===== config.mk =====
export PLATFORM = sky130hd
export DESIGN_NAME = freq_ratio_select
export DESIGN_NICKNAME = d
export VERILOG_FILES = /design/src/rtl/freq_ratio_select.sv
export SDC_FILE = /design/constraint.sdc
export NUM_CORES = 1
export LEC_CHECK = 0
export CORE_MARGIN = 2
export CORE_UTILIZATION = 55
export DETAILED_ROUTE_END_ITERATION = 16
export PLACE_DENSITY = 0.83
export SLEW_MARGIN = 20
export SYNTH_ARGS = -nofsm -noshare
export SYNTH_HDL_FRONTEND = slang
export SYNTH_SLANG_ARGS = --single-unit

===== constraint.sdc =====
create_clock -name clock -period 2.7 [get_ports clock]
set_clock_uncertainty 0.05 [all_clocks]
set_input_delay 0.405 -clock clock [delete_from_list [all_inputs] [get_ports clock]]
set_output_delay 0.405 -clock clock [all_outputs]
set_load 0.02 [all_outputs]

===== src/rtl/freq_ratio_select.sv =====
// freq_ratio_select: debounced up/down buttons with auto-repeat driving a saturating 8-bit divider ratio
module freq_ratio_select #(
  parameter int DEBOUNCE_CYCLES = 16,
  parameter int REPEAT_DELAY = 64,
  parameter int REPEAT_PERIOD = 16,
  parameter logic [7:0] RATIO_INIT = 8'h05,
  parameter logic [7:0] RATIO_MIN = 8'h01,
  parameter logic [7:0] RATIO_MAX = 8'hFF
) (
  input  logic       clock,
  input  logic       reset,
  input  logic       btn_up,
  input  logic       btn_down,
  output logic [7:0] ratio,
  output logic       ratio_changed
);
  localparam int CW = $clog2(DEBOUNCE_CYCLES);
  localparam int TMAX = REPEAT_DELAY > REPEAT_PERIOD ? REPEAT_DELAY : REPEAT_PERIOD;
  localparam int TW = $clog2(TMAX);
  localparam logic [CW-1:0] CNT_LAST = CW'(DEBOUNCE_CYCLES - 1);
  typedef enum logic [1:0] {IDLE, HOLD, REPEAT} state_t;
  logic [1:0] raw, deb, step;
  logic up, dn;
  logic [7:0] ratio_nx;
  assign raw = {btn_down, btn_up};
  for (genvar i = 0; i < 2; i++) begin : g_btn
    logic [1:0] sync;
    logic [CW-1:0] cnt;
    logic [TW-1:0] timer, timer_nx;
    logic deb_q, stp;
    state_t state, state_nx;
    assign deb[i] = deb_q;
    assign step[i] = stp;
    always_ff @(posedge clock)
      if (reset) begin
        sync <= '0;
        cnt <= '0;
        deb_q <= 1'b0;
        state <= IDLE;
        timer <= '0;
      end else begin
        sync <= {sync[0], raw[i]};
        cnt <= (sync[1] == deb_q || cnt == CNT_LAST) ? '0 : cnt + CW'(1);
        if (sync[1] != deb_q && cnt == CNT_LAST) deb_q <= sync[1];
        state <= state_nx;
        timer <= timer_nx;
      end
    always_comb begin
      state_nx = state;
      timer_nx = timer;
      stp = 1'b0;
      if (!deb_q) state_nx = IDLE;
      else if (state == IDLE) begin
        stp = 1'b1;
        state_nx = HOLD;
        timer_nx = TW'(REPEAT_DELAY - 1);
      end else if (timer == '0) begin
        stp = 1'b1;
        state_nx = REPEAT;
        timer_nx = TW'(REPEAT_PERIOD - 1);
      end else timer_nx = timer - TW'(1);
    end
  end
  // Opposing steps cancel; holding both buttons freezes the ratio while timers keep running.
  always_comb begin
    up = step[0] & ~step[1] & ~&deb;
    dn = step[1] & ~step[0] & ~&deb;
    ratio_nx = up ? (ratio < RATIO_MAX ? ratio + 8'd1 : RATIO_MAX) :
               dn ? (ratio > RATIO_MIN ? ratio - 8'd1 : RATIO_MIN) : ratio;
  end
  always_ff @(posedge clock)
    if (reset) begin
      ratio <= RATIO_INIT;
      ratio_changed <= 1'b0;
    end else begin
      ratio <= ratio_nx;
      ratio_changed <= ratio_nx != ratio;
    end
endmodule

=== Word-level counts from Yosys, hierarchy flattened ===
Cells that the tools add are included.

* Reductions and logical operators: 18
* Multiplexer cells: 18
* Order comparisons: 2
* Bitwise gates (word level): 8
* $add $sub $neg: 6
* Equal/unequal tests: 7

{| class="wikitable"
|+ Operator list
! kind !! count
|-
| 2-to-1 mux 8 bit || 4
|-
| 2-to-1 mux 6 bit || 4
|-
| zero test 6 bit || 2
|-
| subtractor 6 x 1 -> 6 bit, second input constant || 2
|-
| 2-to-1 mux 1 bit || 10
|-
| adder 4 x 1 -> 4 bit, second input constant || 2
|-
| adder 8 x 1 -> 8 bit, second input constant || 1
|-
| == test 4 bit, second input constant || 2
|-
| > comparator 8 x 1 -> 1 bit, second input constant || 1
|-
| less-than comparator 8 bit, second input constant || 1
|-
| inequality test 8 bit || 1
|-
| OR reduction 2 bit || 4
|-
| subtractor 8 x 1 -> 8 bit, second input constant || 1
|-
| OR reduction 3 bit || 2
|-
| bitwise AND 1 bit || 4
|-
| zero test 2 bit || 2
|-
| inverter 1 bit || 4
|-
| nonzero test 2 bit || 2
|-
| == test 1 bit || 2
|-
| logical AND 1 bit || 2
|-
| logical OR 1 bit || 2
|-
| inequality test 1 bit || 2
|-
| AND reduction 2 bit || 1
|-
| zero test 1 bit || 1
|}

* Logic and storage cells: 73
* Input bits: 4
* Register bits after elaboration: 39

=== Longest topological paths before layout ===
Gate-level depths: netlist (run 1).

* Depth after elaboration: 10
* Depth in mapped cells: 8

=== Least setup slack after synthesis (run 1) ===
No wires, ideal clock.

* Path kind: flip-flop to flip-flop
* From: reg ratio[4]
* To: reg ratio[5]
* Arrival: 1,913 ps
* Setup slack: 603 ps
* Buffers on the path: 1
* Stages on the path, launching flop included: 7
* Path through: dfxtp_1 buf_2 or4_4 nor4_4 o21ai_1 a221oi_1 a211oi_1

* Longest elaborated chain between the ends: 4

{| class="wikitable"
|+ RTL lines
! item !! line !! text
|-
| start, declared || 14 || <nowiki>output logic [7:0] ratio,</nowiki>
|-
| start signal, assigned || 76 || <nowiki>ratio <= ratio_nx;</nowiki>
|-
| subtractor 8 x 1 -> 8 bit / > comparator 8 x 1 -> 1 bit (equally long branches) || 69 || <nowiki>dn ? (ratio > RATIO_MIN ? ratio - 8'd1 : RATIO_MIN) : ratio;</nowiki>
|-
| 2-to-1 mux 8 bit (2 in a row) || 69 ||
|-
| 2-to-1 mux 8 bit * || 68 || <nowiki>ratio_nx = up ? (ratio < RATIO_MAX ? ratio + 8'd1 : RATIO_MAX) :</nowiki>
|}

Every way passes the cells marked *; elsewhere a longest branch is shown, timed or not.
A chain may end at the register's enable or synchronous reset.

=== Final worst setup path (run 1) ===
* From: reg g_btn[1].timer[0]
* To: reg ratio[6]

* Longest elaborated chain between the ends: 8

{| class="wikitable"
|+ RTL lines
! item !! line !! text
|-
| start, declared || 29 || <nowiki>logic [TW-1:0] timer, timer_nx;</nowiki>
|-
| start signal, assigned || 46 || <nowiki>timer <= timer_nx;</nowiki>
|-
| zero test 6 bit * || 57 || <nowiki>end else if (timer == '0) begin</nowiki>
|-
| 2-to-1 mux 1 bit * || 57 ||
|-
| 2-to-1 mux 1 bit * || 53 || <nowiki>else if (state == IDLE) begin</nowiki>
|-
| 2-to-1 mux 1 bit * || 52 || <nowiki>if (!deb_q) state_nx = IDLE;</nowiki>
|-
| bitwise AND 1 bit / inverter 1 bit (equally long branches) || 67, 66 ||
|-
| bitwise AND 1 bit (on tied branches) || 67, 66 ||
|-
| 2-to-1 mux 8 bit / bitwise AND 1 bit (equally long branches) || 69, 66 ||
|-
| 2-to-1 mux 8 bit * || 68 ||
|}

Marked as above.

==> results by group, run 1 <==
Die
  • Die Width: approximately 65 um
  • I/O pin count: 13
  • Die area: 4279 um2
  • Initial core utilization: between 50% and 60%
  • Std-Cell Rows: 22
  • Chip Height: 65.42 um
  • Core area: roughly 3600 um2

Global route
  • Number of global-route vias before repair: 1630
  • Total Routing Usage GR: 20.99%
  • Largest net degree at the start of global routing: 19
  • Antenna violations before repair: 0
  • First-pass GRT wire length: roughly 7000 um
  • Total congestion overflow: 0

Routing
  • Routed WL per cell: 13.28 um
  • DR iter-0 viols: 137
  • DR DRC count: 0
  • Vias per Instance: 5.990
  • Final WL: 3956 um
  • ANT nets after route: 0
  • Detailed-route via count: 1785
  • DRT Pass-1 Iters: 5

Worst setup path
  • Reg2reg end: ratio[6]$_SDFF_PP0_
  • FF-to-FF setup slack: approximately 0.51 ns
  • CP Class: reg -> reg
  • Buffers & Inverters on Critical Path: 1
  • Slowest-stage cell, CP: or3b_1
  • Origin of the critical flop-to-flop path: g_btn[1].timer[0]$_SDFFE_PP0P_
  • CP delay by family, top: simple AND/OR/NAND/NOR gates
  • Worst Setup EP: ratio[6]$_SDFF_PP0_
  • Crit path arrival time: roughly 2.3 ns
  • Crit end category: register
  • Maximum fanout along the worst path: 7
  • CP Launch Type: register
  • CP Data Required Time: between 2 and 3 ns
  • Slowest cell delay on critical path: around 0.46 ns
  • Critical-path cell list: inv_1 -> ha_1 -> or3b_1 -> o21ai_4 -> nand2_2 -> or4_1 -> a221oi_1
  • Crit. Startpoint: g_btn[1].timer[0]$_SDFFE_PP0P_
  • Worst Reg-to-Reg Cells: 7
  • Worst path depth: 7

Layout
  • Final core utilization: 64.39%
  • Commonest non-fill, non-tap cell in the layout: dfxtp_1
  • Antenna cells: 0
  • Fin cells: 298
  • Layout cells sized above 1: around 10%
  • Area growth, synth to finish: 12.79%
  • Final #Nets: between 200 and 300
  • Most frequent cells in the layout: 39 x dfxtp_1, 25 x nor2_1, 12 x inv_1, 12 x clkdlybuf4s50_1, 11 x nand3_1

Clocking
  • Max clock buf depth: 2
  • CTS H-tree depth: 2
  • Post-CTS Setup Bufs: 0
  • Clk Latency, worst-skew pair: 0.29 ns
  • CTS clk-pin slew, worst paths: 0.07 ns
  • Cts repair resizes: 0
  • CTS tree: yes
  • # clock sinks: 39
  • CTS Buf Count: 5
  • Clock root cell: clkbuf_8
  • Hold buffer count at cts: 0

Yosys
  • Mapped cell area: 2074 um2
  • Mapped Cells: 240
  • Yosys top cell by area: dfxtp_1
  • Post-synth top area share: 37.64%
  • Flops & latches, synth: 39
  • Number of synthesized flops with an enable pin: 0
  • Syn nets: 253
  • Sequential fraction of the synthesis area: 37.64%
  • Post-synth ARST share: 0%
  • Yosys warnings: 0
  • Most used DFF post-synth: dfxtp_1
  • Syn_area_per_cell: approximately 8.6 um2
  • Top post-synthesis cells by area: dfxtp_1 38%, ha_1 5.4%, nor2_1 4.5%
  • Synth unique cells: 56

STA
  • Tmin final: roughly 2.2 ns
  • Slew @ Worst Pin: 0.7555 ns
  • RSZ-0062 raised after global routing: false
  • Slew headroom: 49.17%
  • Post-route setup slack: 0.5132 ns
  • Final Max Tran Viols: 0
  • Final Setup Violations: 0
  • Fin crit share: between 80 and 90%
  • Final hold vios: 0
  • Setup TNS Final: 0 ns
  • Fmax: roughly 460 MHz

Placement
  • Port Buf Inserts: 12
  • Detail Placement HPWL: 2670 um
  • Pre-CTS setup slack: 0.5665 ns
  • Gpl congestion: 0.8934
  • Cells after DPL: 290

Run
  • Max_cap viols: 0

Power
  • Worst vdd ir: 0.0003112 V
  • Pwr dens: 470.8 nW/um2
  • Leak: roughly 0.8 nW

Worst hold path
  • Hold Crit Class: reg -> reg

Outcome
  • Status: finished, final reports clean
==> worst min path at each step <==
stage                                      startpoint                           to  slack (ns)  cells past startpoint
after floorplan           g_btn[0].sync[0]$_SDFF_PP0_  g_btn[0].sync[1]$_SDFF_PP0_        0.36                      1
after global placement    g_btn[0].sync[0]$_SDFF_PP0_  g_btn[0].sync[1]$_SDFF_PP0_        0.37                      1
after detailed placement   g_btn[0].cnt[0]$_SDFF_PP0_   g_btn[0].cnt[0]$_SDFF_PP0_        0.39                      1
after CTS                  g_btn[0].cnt[0]$_SDFF_PP0_   g_btn[0].cnt[0]$_SDFF_PP0_        0.40                      1
after global routing      g_btn[0].sync[0]$_SDFF_PP0_  g_btn[0].sync[1]$_SDFF_PP0_        0.43                      1
final                      g_btn[0].cnt[0]$_SDFF_PP0_   g_btn[0].cnt[0]$_SDFF_PP0_        0.39                      1
==> metrics by stage <==
stage	area, um2	power (W)	hold slack, ns
3_5_place_dp	2222	0.0006159	0.3874
4_1_cts	2340	0.001116	0.3973
2_1_floorplan	2074	0.0006060	0.3638
5_1_grt	2340	0.001138	0.4260
3_3_place_gp	2222	0.0006152	0.3668
6_report	2340	0.001102	0.3941
==> synth_stat cells, types with 5 or more instances <==
cell      count
nor3_1        7
dfxtp_1      39
a21oi_1       8
xnor2_1       5
nand3_1      11
clkbuf_1     10
nor2_1       25
o21a_1        5
inv_1        12
nand2_1      10
ha_1          9
nor2b_1       6
o21ai_0       8
==> state kept, by name (all words and copies together), names as in the netlist <==
| register | flops |
|---|---|
| g_btn.sync | 4 |
| g_btn.state | 4 |
| g_btn.timer | 12 |
| g_btn.cnt | 8 |
| ratio_changed | 1 |
| ratio | 8 |
| g_btn.deb_q | 2 |
==> power by group <==
part	total, W	switching [W]	leakage [nW]	internal (W)
Combinational	0.0000222	0.0000120	0.437	0.0000102
Clock	0.000499	0.000200	0.0612	0.000299
Sequential	0.000580	0.00000174	0.315	0.000578
Total	0.00110	0.000214	0.813	0.000888
==> cell families after synthesis <==
group                    Yosys count  share of synthesized area [%]
buffers and inverters             26                          5.187
AND/OR/NAND/NOR                   95                          25.82
multiplexers                       4                          1.930
flip-flops                        39                          37.64
AO/OA/AOI/OAI                     59                          20.63
XOR/XNOR                           8                          3.378
adder cells (fa/ha/maj)            9                          5.428
==> cell type report <==
type | instances | area, um2
repair buffers | 16 | 150.1
fillers | 322 | 1294
clock buffers | 6 | 82.58
multi-input cells | 175 | 1186
flip-flops and latches | 39 | 780.7
inverters | 12 | 45.04
well taps | 48 | 60.06
clock inverters | 2 | 35.03
==> per-layer routing <==
layer	vias up	track usage, %	part of all wire, %
met5	-	0	0
met4	0	8.073	2.0
met3	10	5.993	5.8
met2	55	34.18	46
met1	826	26.27	46
li1	894	-	-
No activity file was read; power rests on OpenSTA's default activity.
==> inputs of run 2 (changes only) <==
--- a/config.mk
+++ b/config.mk
@@ -6,7 +6,7 @@
 export NUM_CORES = 1
 export LEC_CHECK = 0
 export CORE_MARGIN = 2
-export CORE_UTILIZATION = 55
+export CORE_UTILIZATION = 53
 export DETAILED_ROUTE_END_ITERATION = 16
 export PLACE_DENSITY = 0.83
 export SLEW_MARGIN = 20
==> constraint.sdc (replaced) <==
create_clock -name clock -period 1.9 [get_ports clock]
set_clock_uncertainty 0.05 [all_clocks]
set_input_delay 0.285 -clock clock [delete_from_list [all_inputs] [get_ports clock]]
set_output_delay 0.285 -clock clock [all_outputs]
set_load 0.02 [all_outputs]
==> run 2 against run 1 <==
The run now ends with negative setup slack left. Routed wire length increased by 22%. Largest cell class unchanged. Die area increased by 3.5%. Global-route usage increased by 1.9 points. Fmax increased by 9.8%. Clock power increased by 6.4%. Core utilization increased by 8.3 points. Flip-flop and latch count unchanged. Critical path depth unchanged. Worst hold slack got worse by 0.0039 ns. Count of clock-buffer cells in the layout increased by 1.
==> results by group, run 2 (same netlist as run 1, synthesis figures left out) <==
Worst hold path
  • Hold EP: g_btn[1].sync[1]$_SDFF_PP0_
  • Hold path depth: 1 (unchanged)
  • Hold Crit Class: reg -> reg
  • Hold path start: g_btn[1].sync[0]$_SDFF_PP0_

Global route
  • Antenna violations before repair: 0 (unchanged)
  • Number of global-route vias before repair: 1828 (+12%)
  • First-pass GRT wire length: 7831 um (+11%)
  • Total Routing Usage GR: 22.88% (+1.9 points)
  • Largest net degree at the start of global routing: 17 (-2)
  • Total congestion overflow: 0 (unchanged)

Worst setup path
  • CP Launch Type: register
  • Maximum fanout along the worst path: 4 (-3)
  • Crit path arrival time: 2.14 ns (-0.20 ns)
  • CP Class: reg -> reg
  • FF-to-FF setup slack: -0.09 ns (-0.61 ns)
  • Origin of the critical flop-to-flop path: g_btn[1].timer[0]$_SDFFE_PP0P_
  • CP Data Required Time: 2.05 ns (-0.80 ns)
  • Crit end category: register
  • Reg2reg end: ratio[6]$_SDFF_PP0_
  • Worst Reg-to-Reg Cells: 7 (unchanged)

Layout
  • Final Cell Area: 2703 um2 (+16%)
  • Fillers: 258 (-20%)
  • Most frequent cells in the layout: 37 x buf_4, 33 x dfxtp_1, 24 x nor2_1, 12 x clkdlybuf4s50_1, 11 x nand3_1
  • Antenna cells: 0 (unchanged)
  • Top flop regs: g_btn.timer: 12 flops, g_btn.cnt: 8 flops, ratio: 8 flops
  • Top reg by flops: g_btn.timer
  • Area growth, synth to finish: 30.28%
  • Max reg flops: 12 (unchanged)
  • Final #Nets: 298 (+14%)
  • Layout cells sized above 1: 28.67% (+19 points)
  • Commonest non-fill, non-tap cell in the layout: buf_4

STA
  • Final Setup Violations: 4 (+4)
  • Slew headroom: 63.54% (+14 points)
  • Tmin final: 1.992 ns (-0.1945 ns)
  • Final hold vios: 0 (unchanged)
  • Slew @ Worst Pin: 0.5443 ns (-0.2112 ns)
  • RSZ-0062 raised after global routing: true
  • Hold_ws: 0.3902 ns (-0.003885 ns)
  • Final Max Tran Viols: 0 (unchanged)
  • Post-route setup slack: -0.09235 ns (-0.6055 ns)
  • Fmax: 501.9 MHz (+9.8%)
  • Fin crit share: 104.9% (+24 points)

Die
  • I/O pin count: 13 (unchanged)
  • Initial core utilization: 55.82% (-1.3 points)
  • Die Width: 66.57 um (+1.8%)
  • Std-Cell Rows: 22 (unchanged)
  • Die area: 4431 um2 (+3.5%)
  • Core area: 3716 um2 (+2.3%)
  • Chip Height: 66.57 um (+1.8%)

Run
  • Max_cap viols: 0 (unchanged)

Outcome
  • Violated checks: negative setup slack
  • Status: complete, but fails checks

Routing
  • Routed WL per cell: 14.47 um (+9.0%)
  • Vias per Instance: 5.937 (-0.88%)
  • Final WL: 4833 um (+22%)
  • DR iter-0 viols: 244 (+78%)
  • ANT nets after route: 0 (unchanged)
  • DR DRC count: 0 (unchanged)
  • Detailed-route via count: 1983 (+11%)
  • DRT Pass-1 Iters: 4 (-1)

Placement
  • Area post-placement: 2482 um2 (+12%)
  • Gpl congestion: 0.8918 (-0.18%)
  • Detail Placement HPWL: 3372 um (+26%)
  • Port Buf Inserts: 12 (unchanged)

Clocking
  • CTS tree: yes
  • Max clock buf depth: 2 (unchanged)
  • CTS H-tree depth: 2 (unchanged)
  • CTS clk-pin slew, worst paths: 0.07 ns (about the same)
  • Clock root cell: clkbuf_8
  • CTS Buf Count: 5 (unchanged)
  • Clk Latency, worst-skew pair: 0.28 ns (about the same)
  • # clock sinks: 39 (unchanged)

Power
  • Worst vdd ir: 0.0005883 V (+89%)
  • Pwr dens: 513.3 nW/um2 (+9.0%)
  • Leak: 1.000 nW (+23%)
==> run 2: cell count changes in the layout (fill, tap and decap cells not counted), sizes merged <==
cell    previous run  this run
buf                4        40
clkbuf             6         7
bufinv             1         0
==> run 2: critical path, stage by stage, from the launching register on <==
cell	delay [ns]
dfxtp_2	0.33
inv_2	0.07
ha_4	0.12
or3b_4	0.41
o21ai_4	0.21
nand2_2	0.07
or4_4	0.41
a221oi_2	0.23
==> run 2: metal layers <==
layer / global-route usage (%) / part of all wire (%)
met1: 26.83 / 42
met2: 39.50 / 51
met3: 5.912 / 5.9
met4: 9.184 / 1.2
met5: 0 / 0
==> run 2: where the power goes <==
part | internal, W | switching (W)
Sequential | 0.000821 | 0.00000245
Combinational | 0.0000159 | 0.0000178
Clock | 0.000258 | 0.000273
Total | 0.00109 | 0.000293
==> run 2: through the flow <==
stage	worst slack (ns)	util (%)	power [W]	TNS, ns	instances
3_5_place_dp	-0.1101	66.80	0.0008763	-0.2767	324
3_3_place_gp	-0.01321	66.80	0.0008756	-0.01321	324
5_1_grt	-0.1189	72.73	0.001449	-0.5247	334
2_1_floorplan	-0.06503	-	0.0008610	-0.1373	240
6_report	-0.09235	72.73	0.001387	-0.2511	334
4_1_cts	-0.006025	70.10	0.001405	-0.006025	332
==> run 2: layout make-up <==
cell class	instances	area, um2	area share (%)
multi-input combinational	175	1294	47.87
sequential	39	790.8	29.26
timing repair buffer	52	431.7	15.97
clock buffer	7	76.32	2.824
tap	48	60.06	2.222
inverter	12	45.04	1.667
clock inverter	1	5.005	0.1852
==> run 2: worst max-delay path by stage <==
stage                               end  cells after the start                            from
6_report            ratio[6]$_SDFF_PP0_                      7  g_btn[1].timer[0]$_SDFFE_PP0P_
5_1_grt             ratio[6]$_SDFF_PP0_                      7  g_btn[1].timer[0]$_SDFFE_PP0P_
4_1_cts             ratio[6]$_SDFF_PP0_                      5  g_btn[1].timer[4]$_SDFFE_PP0P_
3_5_place_dp   ratio_changed$_SDFF_PP0_                      7  g_btn[1].timer[1]$_SDFFE_PP0P_
3_3_place_gp   ratio_changed$_SDFF_PP0_                      7  g_btn[1].timer[1]$_SDFFE_PP0P_
2_1_floorplan       ratio[6]$_SDFF_PP0_                      8  g_btn[1].timer[0]$_SDFFE_PP0P_
==> run 2: repair_timing <==
action / CTS / global route
endpoints found under the setup margin: 9 / 11
resized for setup: 7 / 21
hold buffers: 0 / 0
setup buffers: 0 / 2
endpoints found under the hold margin: 0 / 0
pin swaps: 3 / 15
